$ cat src/rtl/fetch_unit.sv
// fetch_unit: instruction fetch stage ahead of decode.
// Owns the PC, issues word fetches to instruction memory, holds in-order
// returned words with their PC in a small queue, and drops stale fetches
// after a redirect from execute.
//
// Ports:
//   clk, rst_n                        clock, async active-low reset
//   imem_req_valid/ready/addr         fetch request handshake (addr = pc)
//   imem_resp_valid/data              in-order read data from memory
//   redirect, redirect_pc             PC change request from execute
//   inst_valid/ready                  decode handshake on the queue head
//   inst, inst_pc, inst_pc4           head word, its PC, and PC + 4
module fetch_unit #(
  parameter logic [31:0] RESET_PC = 32'h0000_0000,
  parameter int unsigned DEPTH    = 2
) (
  input  logic        clk,
  input  logic        rst_n,
  output logic        imem_req_valid,
  input  logic        imem_req_ready,
  output logic [31:0] imem_req_addr,
  input  logic        imem_resp_valid,
  input  logic [31:0] imem_resp_data,
  input  logic        redirect,
  input  logic [31:0] redirect_pc,
  output logic        inst_valid,
  input  logic        inst_ready,
  output logic [31:0] inst,
  output logic [31:0] inst_pc,
  output logic [31:0] inst_pc4
);

  localparam int unsigned PW = (DEPTH > 1) ? $clog2(DEPTH) : 1;
  localparam int unsigned CW = $clog2(DEPTH + 1);
  localparam int unsigned SW = CW + 1;

  logic [31:0]   pc_q, pc_d;
  logic          run_q, run_d;
  logic [CW-1:0] count_q, count_d;
  logic [CW-1:0] outstanding_q, outstanding_d;
  logic [CW-1:0] discard_q, discard_d;
  logic [PW-1:0] q_wptr_q, q_wptr_d, q_rptr_q, q_rptr_d;
  logic [PW-1:0] f_wptr_q, f_wptr_d, f_rptr_q, f_rptr_d;
  logic [31:0]   q_data_q [DEPTH];
  logic [31:0]   q_data_d [DEPTH];
  logic [31:0]   q_pc_q   [DEPTH];
  logic [31:0]   q_pc_d   [DEPTH];
  logic [31:0]   f_pc_q   [DEPTH];
  logic [31:0]   f_pc_d   [DEPTH];

  logic credit, req_fire, resp_fire, push, pop;
  logic unused_rpc_bits;

  assign unused_rpc_bits = ^redirect_pc[1:0];

  // Handshakes, credit and head outputs.
  always_comb begin
    credit         = (SW'(count_q) + SW'(outstanding_q)) < SW'(DEPTH);
    // run_q holds off the first request until the cycle after reset release
    imem_req_valid = run_q && !redirect && credit;
    imem_req_addr  = pc_q;
    req_fire       = imem_req_valid && imem_req_ready;
    // a response with nothing outstanding is a protocol error and is ignored
    resp_fire      = imem_resp_valid && (outstanding_q != '0);
    push           = resp_fire && (discard_q == '0) && !redirect;
    inst_valid     = (count_q != '0);
    pop            = inst_valid && inst_ready && !redirect;
    inst           = inst_valid ? q_data_q[q_rptr_q] : 32'h0;
    inst_pc        = inst_valid ? q_pc_q[q_rptr_q] : 32'h0;
    inst_pc4       = inst_valid ? (q_pc_q[q_rptr_q] + 32'd4) : 32'h0;
  end

  // Next-state: PC, in-flight PC FIFO, instruction queue, discard counter.
  always_comb begin
    pc_d          = pc_q;
    run_d         = 1'b1;
    count_d       = count_q;
    outstanding_d = outstanding_q;
    discard_d     = discard_q;
    q_wptr_d      = q_wptr_q;
    q_rptr_d      = q_rptr_q;
    f_wptr_d      = f_wptr_q;
    f_rptr_d      = f_rptr_q;
    q_data_d      = q_data_q;
    q_pc_d        = q_pc_q;
    f_pc_d        = f_pc_q;

    if (req_fire) begin
      pc_d             = pc_q + 32'd4;
      f_pc_d[f_wptr_q] = pc_q;
      f_wptr_d         = f_wptr_q + PW'(1);
    end
    // every accepted response retires its in-flight PC, dropped or not
    if (resp_fire) begin
      f_rptr_d = f_rptr_q + PW'(1);
    end
    outstanding_d = outstanding_q + CW'(req_fire) - CW'(resp_fire);

    if (redirect) begin
      pc_d      = {redirect_pc[31:2], 2'b00};
      count_d   = '0;
      q_wptr_d  = '0;
      q_rptr_d  = '0;
      // everything still in flight after this cycle is stale
      discard_d = outstanding_q - CW'(resp_fire);
    end else begin
      if (resp_fire && (discard_q != '0)) begin
        discard_d = discard_q - CW'(1);
      end
      if (push) begin
        q_data_d[q_wptr_q] = imem_resp_data;
        q_pc_d[q_wptr_q]   = f_pc_q[f_rptr_q];
        q_wptr_d           = q_wptr_q + PW'(1);
      end
      if (pop) begin
        q_rptr_d = q_rptr_q + PW'(1);
      end
      count_d = count_q + CW'(push) - CW'(pop);
    end
  end

  // State registers.
  always_ff @(posedge clk or negedge rst_n) begin
    if (!rst_n) begin
      pc_q          <= {RESET_PC[31:2], 2'b00};
      run_q         <= 1'b0;
      count_q       <= '0;
      outstanding_q <= '0;
      discard_q     <= '0;
      q_wptr_q      <= '0;
      q_rptr_q      <= '0;
      f_wptr_q      <= '0;
      f_rptr_q      <= '0;
      for (int unsigned i = 0; i < DEPTH; i++) begin
        q_data_q[i] <= 32'h0;
        q_pc_q[i]   <= 32'h0;
        f_pc_q[i]   <= 32'h0;
      end
    end else begin
      pc_q          <= pc_d;
      run_q         <= run_d;
      count_q       <= count_d;
      outstanding_q <= outstanding_d;
      discard_q     <= discard_d;
      q_wptr_q      <= q_wptr_d;
      q_rptr_q      <= q_rptr_d;
      f_wptr_q      <= f_wptr_d;
      f_rptr_q      <= f_rptr_d;
      q_data_q      <= q_data_d;
      q_pc_q        <= q_pc_d;
      f_pc_q        <= f_pc_d;
    end
  end

endmodule

$ cat config.mk
export PLATFORM = sky130hd
export DESIGN_NAME = fetch_unit
export DESIGN_NICKNAME = d
export VERILOG_FILES = /design/src/rtl/fetch_unit.sv
export SDC_FILE = /design/constraint.sdc
export NUM_CORES = 1
export LEC_CHECK = 0
export ABC_CLOCK_PERIOD_IN_PS = 3400
export BUFFER_PORTS_ARGS = -buffer_cell sky130_fd_sc_hd__buf_4
export CAP_MARGIN = 20
export CORE_ASPECT_RATIO = 1.75
export CORE_MARGIN = 8
export CORE_UTILIZATION = 35
export CTS_BUF_LIST = sky130_fd_sc_hd__clkbuf_16
export CTS_CLUSTER_SIZE = 30
export DETAILED_ROUTE_END_ITERATION = 8
export PLACE_DENSITY = 0.64
export SETUP_SLACK_MARGIN = 0.2
export SLEW_MARGIN = 30
export SYNTH_ARGS = -nofsm -noshare
export SYNTH_HDL_FRONTEND = slang
export SYNTH_SLANG_ARGS = --single-unit
$ cat constraint.sdc
create_clock -name clk -period 3.4 [get_ports clk]
set_clock_uncertainty 0.2 [all_clocks]
set_input_delay 0.34 -clock clk [delete_from_list [all_inputs] [get_ports clk]]
set_output_delay 0.34 -clock clk [all_outputs]
set_load 0.01 [all_outputs]
Yosys cells after proc, flatten, opt, wreduce, memory -nomap -nowiden:

Cells that the tools add are included.
Widths: inputs -> output; s select.

* register bits: 235
* bits in latches: 0
* RAM bits: 0
* bits in read-only memories: 0
* input bits: 70
* output and inout bits: 130
* word-level logic and storage cells: 89
* memories kept: 0

* add/subtract/negate cells: 13
* multiply operators: 0
* div/mod/pow operators: 0
* $lt $le $gt $ge: 7
* eq/ne operators: 0
* shift operators: 0
* mux-type cells: 28
* bitwise gates (word level): 5
* reductions and logical operators: 21

Operators with widths (number)
* $mux 32: 16
* $bwmux 64: 3
* $add 32x3->32 const B: 2
* $demux 32 s1: 2
* $reduce_bool 2->1: 7
* $logic_and 1x1->1: 11
* $ge 2x2->1 const B: 4
* $not 1->2: 4
* $mux 2: 3
* $sub 2x1->2: 3
* $add 1x1->1 const B: 4
* $add 2x1->2: 2
* $lt 2x1->1 const B: 2
* $mux 1: 4
* $add 2x2->3: 1
* $lt 3x2->1 const B: 1
* $logic_not 2->1: 1
* $reduce_and 2->1: 1
* $sub 2x1->2 const B: 1
* $logic_not 1->1: 1
* $not 1->1: 1

Longest topological paths before layout:

Gate-level depths: netlist (run 1).

* depth after elaboration: 7
* gate-level depth with buffers: 11
* gate-level depth less buffers: 10

Least setup slack after synthesis (run 1):

OpenSTA, ideal clock, no wires.

* path kind: flip-flop to output port
* start: register q_rptr_q
* end: output inst_pc4[18]
* arrival: 2733 ps
* required time: 2860 ps
* slack: 127 ps
* cell stages (with the launch flop): 11
* buffers on the path: 4
* cell sequence: dfrtp_1 -> buf_2 -> buf_2 -> clkbuf_1 -> mux2_2 -> ha_1 -> and3_1 -> nand3_1 -> clkbuf_1 -> nor4_1 -> nor3_1

* cells in the longest elaborated chain, start to end: 6

RTL lines
* start: declaration: RTL line 42 `logic [PW-1:0] q_wptr_q, q_wptr_d, q_rptr_q, q_rptr_d;`
* start signal: assignment: RTL line 146 `q_rptr_q <= q_rptr_d;`
* $not 1->2 (implied by the code): RTL line 70 `inst_pc4 = inst_valid ? (q_pc_q[q_rptr_q] + 32'd4) : 32'h0;`
* $mux 32 (implied by the code) (3 in series): RTL line 70
* $add 32x3->32: RTL line 70
* $mux 32: RTL line 70
* end: declaration: RTL line 30 `output logic [31:0] inst_pc4`

No other way between the ends. The select of a mux whose other input is x is not followed.

Worst setup path after layout (run 1):

* start: register q_rptr_q
* end: output inst_pc4[23]

Same word-level chain as after synthesis.

==> flow_metrics.tcl, run 1 <==
set metrics [dict create \
    drcViolationCount 0 \
    dieArea_sq_um 38200 \
    clockBufferDepth 3 \
    cts_tree "built" \
    clk_pin_slew_ns 0.06 \
    dpl.hpwl_um 21900 \
    setup_viol_count_final 0 \
    slew_headroom 0.426 \
    final_hold_viol_count 0 \
    hold-path-cell-count 4 \
    rows 86 \
    area_growth_pct 35.8 \
    max-vdd-ir-drop_v 0.000412 \
    synth_compound_area_frac 0.0917 \
    fillers 2915 \
    synth_top_family_by_area "multiplexers" \
    worstPathMaxFanout 8 \
    overflow 0 \
    start_util 0.356 \
    first_iter_violations 344 \
    synth.mux.area_fraction 0.209 \
    power_per_cell_area_nw_per_um2 724 \
    yosys.area_share.simple 0.136 \
    tightest_slew_ns 0.858 \
    grt_start_max_net_pins 93 \
    cts-root-buf "clkbuf_16" \
    status "finished clean" \
    finalCritPeriodShare 0.984 \
    grt_pass1_wl_um 49300 \
    slew_viol_final 0 \
    n_antenna_cell 0 \
    ioPinCount 200 \
    crit_start "q_rptr_q$_DFFE_PN0P_" \
    dp.cells 1618 \
    setup_ws_ns 0.0527 \
    core_sq_um 31500 \
    synth_cell_type_count 61 \
    critPathLaunchType "register" \
    synth_top_area_frac 0.502 \
    r2r_cells 6 \
    fmax_mhz 299 \
    async_flop_share 1.00 \
    viasPerCell 5.19 \
    grt_setup_unrepaired "true" \
    io_buffers 191 \
    required_ns 2.86 \
    place_ws_ns 0.150 \
    clock_sinks 225 \
    total_power_w 0.0110 \
    synth_xor_area_frac 0.0156 \
    ys_seq_area_frac 0.502 \
    ys.flop_type "dfrtp_1" \
    clk_latency_ns 0.51 \
    avgRoutedWirePerCell_um 17.9 \
    layout.cells.non_filler 1742 \
    avgSynthCellArea_sq_um 10.6 \
    power.leakage_nw 6.90 \
    yosysTopAreaCell "dfrtp_1" \
    nNetsFinal 1412 \
    crit_path_end_kind "output port" \
    syn_area_sq_um 11200 \
    drv_cap 0 \
    whs_ns 0.0432 \
    antenna_found_initial 0 \
    synth-seq-cells 225 \
    synth_area_leaders "dfrtp_1 (50%), mux2_2 (13%), mux2i_1 (8.1%)" \
    place_congestion 0.783 \
    antenna_violating_nets_post_route 0 \
    grt_pass1_vias 9443 \
    min_path_type "input pin to register" \
    yosys_warnings 0 \
    die_h_um 253 \
    track_usage 0.159 \
    die_w_um 151 \
    firstDrtPassIters 5 \
    r2r-start "count_q[0]$_DFF_PN0_" \
    synthAdderAreaFrac 0.0107 \
    min_from "imem_req_ready" \
    synth_common_cells "dfrtp_1 (225), nor2_1 (152), mux2_2 (126), mux2i_1 (91), nand2_1 (74)" \
    syn_inst 1061 \
    drt-total-wl_um 31200 \
    htree_levels 1 \
    drive_above_1_share 0.344 \
    num_vias 9049 \
    cts_buffers 22 \
    yosysMostFrequentCell "dfrtp_1" \
    synth_edf_count 0 \
    cp.arrival_ns 2.81 \
    crit_type "register to output port" \
    timing.final.crit_period_ns 3.35 \
]
==> cells by family after synthesis <==
group	after synthesis
xor+xnor	20
flops	225
other cells	2
fa+ha+maj	9
simple gates	329
mux	218
buf+inv	92
compound gates	166
==> cell usage in the layout (no fill, tap or decap), types with 18 or more instances in the layout <==
master,synthesis,layout
nand2_1,74,74
buf_4,7,230
o21ai_0,35,28
dfrtp_1,225,224
mux2_2,126,123
nor2_1,152,148
nand3_1,29,26
clkbuf_16,0,23
a21oi_1,69,69
dlygate4sd3_1,0,66
nand4_1,18,18
mux2i_1,91,88
inv_1,17,23
==> power by group <==
group	switching (W)	total (W)	internal, W
combinational	0.00211	0.00418	0.00207
sequential	0.000722	0.00448	0.00376
clock	0.000998	0.00236	0.00136
total	0.00383	0.0110	0.00719
==> final timing paths <==
kind,slack (ns),to
worst max-delay path,0.05,inst_pc4[23]
worst min-delay path,0.04,imem_req_addr[5]$_DFFE_PN0P_
worst max register to register,0.31,imem_req_addr[14]$_DFFE_PN0P_
worst min register to register,0.27,f_rptr_q$_DFFE_PN0N_
max in group asynchronous,1.87,q_data_q[14]$_DFFE_PN0P_
min in group asynchronous,0.20,imem_req_addr[3]$_DFFE_PN0P_
==> layout make-up <==
class	instances	area, sq um	share of cell area
tap	396	495	0.0325
timing repair buffer	318	2690	0.177
multi-input combinational	749	5660	0.371
clock inverter	14	110	0.00723
sequential	225	5630	0.370
clock buffer	23	576	0.0378
inverter	17	63.8	0.00419
==> routing by layer <==
layer,share of wire,vias to the layer above,global-route usage
met5,0,-,0
met4,0.032,0,0.0684
met3,0.056,59,0.0232
met2,0.52,249,0.281
met1,0.39,4455,0.186
li1,-,4286,-
==> timing repair <==
item                       4_1_cts  5_1_grt
pin swaps                       12       11
hold buffers                    66        0
setup endpoints to repair       20       24
setup buffers                   14        7
resized for setup               65       31
hold endpoints to repair       182        0
==> flip-flops by register name (all words and copies together) (netlist names) <==
register / cells
f_pc_q: 60
discard_q: 2
f_rptr_q: 1
q_data_q: 64
run_q: 1
q_wptr_q: 1
f_wptr_q: 1
imem_req_addr: 30
count_q: 2
q_rptr_q: 1
q_pc_q: 60
outstanding_q: 2
==> through the flow <==
stage | area, sq um | util | TNS (ns)
finish | 15200 | 0.483 | 0
global route | 15200 | 0.483 | -0.563
CTS | 15000 | 0.476 | 0
detailed placement | 13200 | 0.419 | 0
global placement | 13200 | 0.419 | 0
floorplan | 11200 | - | 0
==> critical path, cell delays in order (launching register included) <==
cell and delay, ns:
dfrtp_4 0.49, buf_8 0.14, buf_4 0.15, nand4b_1 0.26, a211oi_2 0.25, buf_4 0.18
nand4_1 0.21, o21ai_1 0.17, nor3b_2 0.20, buf_4 0.15, buf_6 0.09
(Power assumes the default switching activity.)
==> run 2, diff against run 1 <==
--- a/config.mk
+++ b/config.mk
@@ -6,7 +6,7 @@
 export NUM_CORES = 1
 export LEC_CHECK = 0
 export ABC_CLOCK_PERIOD_IN_PS = 3400
-export BUFFER_PORTS_ARGS = -buffer_cell sky130_fd_sc_hd__buf_4
+export BUFFER_PORTS_ARGS = -buffer_cell sky130_fd_sc_hd__buf_2
 export CAP_MARGIN = 20
 export CORE_ASPECT_RATIO = 1.75
 export CORE_MARGIN = 8
==> flow_metrics.tcl, run 2 (synthesis gave the netlist of run 1 again) <==
set metrics [dict create \
    slew_viol_final 0 \
    io_buffers 191 \
    top_register "q_data_q" \
    area_growth_pct 30.6 \
    num_vias 8950 \
    die_h_um 253 \
    cts-root-buf "clkbuf_16" \
    clk_latency_ns 0.52 \
    rows 86 \
    worstPathMaxFanout 5 \
    p_switching_w 0.00380 \
    clk_pin_slew_ns 0.06 \
    grt_start_max_net_pins 95 \
    dieArea_sq_um 38200 \
    p_clk_frac 0.213 \
    htree_levels 1 \
    drcViolationCount 0 \
    final_hold_viol_count 0 \
    final_area_sq_um 14600 \
    min_path_type "input pin to register" \
    setup_viol_count_final 0 \
    critPathSlowestCell "dfrtp_4" \
    grt_pass1_vias 9207 \
    drt-total-wl_um 30700 \
    start_util 0.356 \
    cts_buffers 23 \
    ioPinCount 200 \
    whs_ns 0.0350 \
    seqPwrFrac 0.423 \
    status "finished clean" \
    fillers 2868 \
    place_ws_ns -0.0638 \
    tightest_slew_ns 0.790 \
    avgRoutedWirePerCell_um 17.6 \
    place_area_sq_um 12700 \
    power.internal_w 0.00686 \
    slew_headroom 0.474 \
    dpl.hpwl_um 21500 \
    cts_tree "built" \
    timing.final.crit_period_ns 3.38 \
    drv_cap 0 \
    fmax_mhz 296 \
    power_switching_share 0.357 \
    tns_ns 0 \
    combPwrFrac 0.364 \
    finalCritPeriodShare 0.995 \
    grt_pass1_wl_um 48500 \
    max-vdd-ir-drop_v 0.000413 \
    viasPerCell 5.13 \
    power_per_cell_area_nw_per_um2 728 \
    reg_top3 "q_data_q (64), f_pc_q (60), q_pc_q (60)" \
    nNetsFinal 1411 \
    clock_sinks 225 \
    cp.arrival_ns 2.84 \
    firstDrtPassIters 7 \
    first_iter_violations 419 \
    n_antenna_cell 0 \
    grt_setup_unrepaired "true" \
    critPathLaunchType "register" \
    slowest_delay_ns 0.52 \
    place_congestion 0.815 \
    largest_register_ffs 64 \
    cp_cell_sequence "buf_6 > buf_6 > buf_4 > mux2_2 > and3_4 > nand3_4 > buf_8 > o31ai_4 > o41ai_4 > buf_4 > buf_2" \
    power.leakage_nw 6.77 \
    clockBufferDepth 3 \
    track_usage 0.157 \
    final_common_cell "dfrtp_1" \
    antenna_found_initial 0 \
    antenna_violating_nets_post_route 0 \
    die_w_um 151 \
    drive_above_1_share 0.345 \
    crit_path_end_kind "output port" \
    final_cell_mix "dfrtp_1 (224), buf_2 (185), nor2_1 (147)" \
    required_ns 2.86 \
    core_sq_um 31500 \
    overflow 0 \
    setup_ws_ns 0.0159 \
    crit_type "register to output port" \
]
-- run 2: area by class of cell --
cell class,instances,area [sq um],share of cell area
Sequential cell,225,5630,0.385
Multi-Input combinational cell,749,5580,0.381
Timing Repair Buffer,316,2210,0.151
Clock buffer,23,576,0.0393
Tap cell,396,495,0.0338
Clock inverter,18,91.3,0.00624
Inverter,17,63.8,0.00436
-- run 2: routing by layer --
layer  up-vias  part of all wire  track usage
li1       4289                 -            -
met1      4361              0.41        0.186
met2       236              0.50        0.274
met3        64             0.058       0.0238
met4         0             0.035       0.0653
met5         -                 0            0
-- run 2: through the flow --
| step | util | total power, W | instances |
|---|---|---|---|
| 6_report | 0.465 | 0.0107 | 1744 |
| 5_1_grt | 0.465 | 0.0114 | 1744 |
| 4_1_cts | 0.459 | 0.0107 | 1738 |
| 3_5_place_dp | 0.404 | 0.00814 | 1616 |
| 3_3_place_gp | 0.404 | 0.00798 | 1616 |
| 2_1_floorplan | - | 0.00694 | 1066 |
-- run 2: power by group through the flow --
stage               Sequential (W)  Combinational, W  Clock, W
floorplan                  0.00431           0.00263         0
global placement           0.00449           0.00349         0
detailed placement         0.00457           0.00357         0
CTS                        0.00451           0.00383   0.00235
global route               0.00468           0.00429   0.00246
finish                     0.00451           0.00388   0.00227
-- run 2: path summary, 6_finish.rpt --
| kind | cells past startpoint | startpoint | endpoint | slack, ns |
|---|---|---|---|---|
| worst max-delay path | 11 | q_rptr_q$_DFFE_PN0P_ | inst_pc4[22] | 0.02 |
| worst min-delay path | 3 | imem_resp_valid | f_rptr_q$_DFFE_PN0N_ | 0.04 |
| worst max register to register | 6 | count_q[0]$_DFF_PN0_ | imem_req_addr[14]$_DFFE_PN0P_ | 0.25 |
| worst min register to register | 2 | f_pc_q[14]$_DFFE_PN0P_ | f_pc_q[14]$_DFFE_PN0P_ | 0.28 |
| max in group asynchronous | 3 | rst_n | q_pc_q[28]$_DFFE_PN0P_ | 1.87 |
| min in group asynchronous | 2 | rst_n | imem_req_addr[3]$_DFFE_PN0P_ | 0.20 |
-- run 2: worst max-delay path, delay by kind of cell (launching register included) --
| family | cells | cell delay, ns |
|---|---|---|
| buffers and inverters | 6 | 0.86 |
| flip-flops | 1 | 0.52 |
| AND/OR/NAND/NOR | 2 | 0.37 |
| AO/OA/AOI/OAI | 2 | 0.34 |
| multiplexers | 1 | 0.24 |
-- run 2: repair_timing --
| item | 4_1_cts | 5_1_grt |
|---|---|---|
| setup buffers | 17 | 6 |
| gates cloned | 0 | 0 |
| endpoints found under the hold margin | 168 | 0 |
| setup endpoints to repair | 17 | 22 |
| hold buffers | 64 | 0 |
| pin swaps | 16 | 9 |
| resized for setup | 60 | 27 |
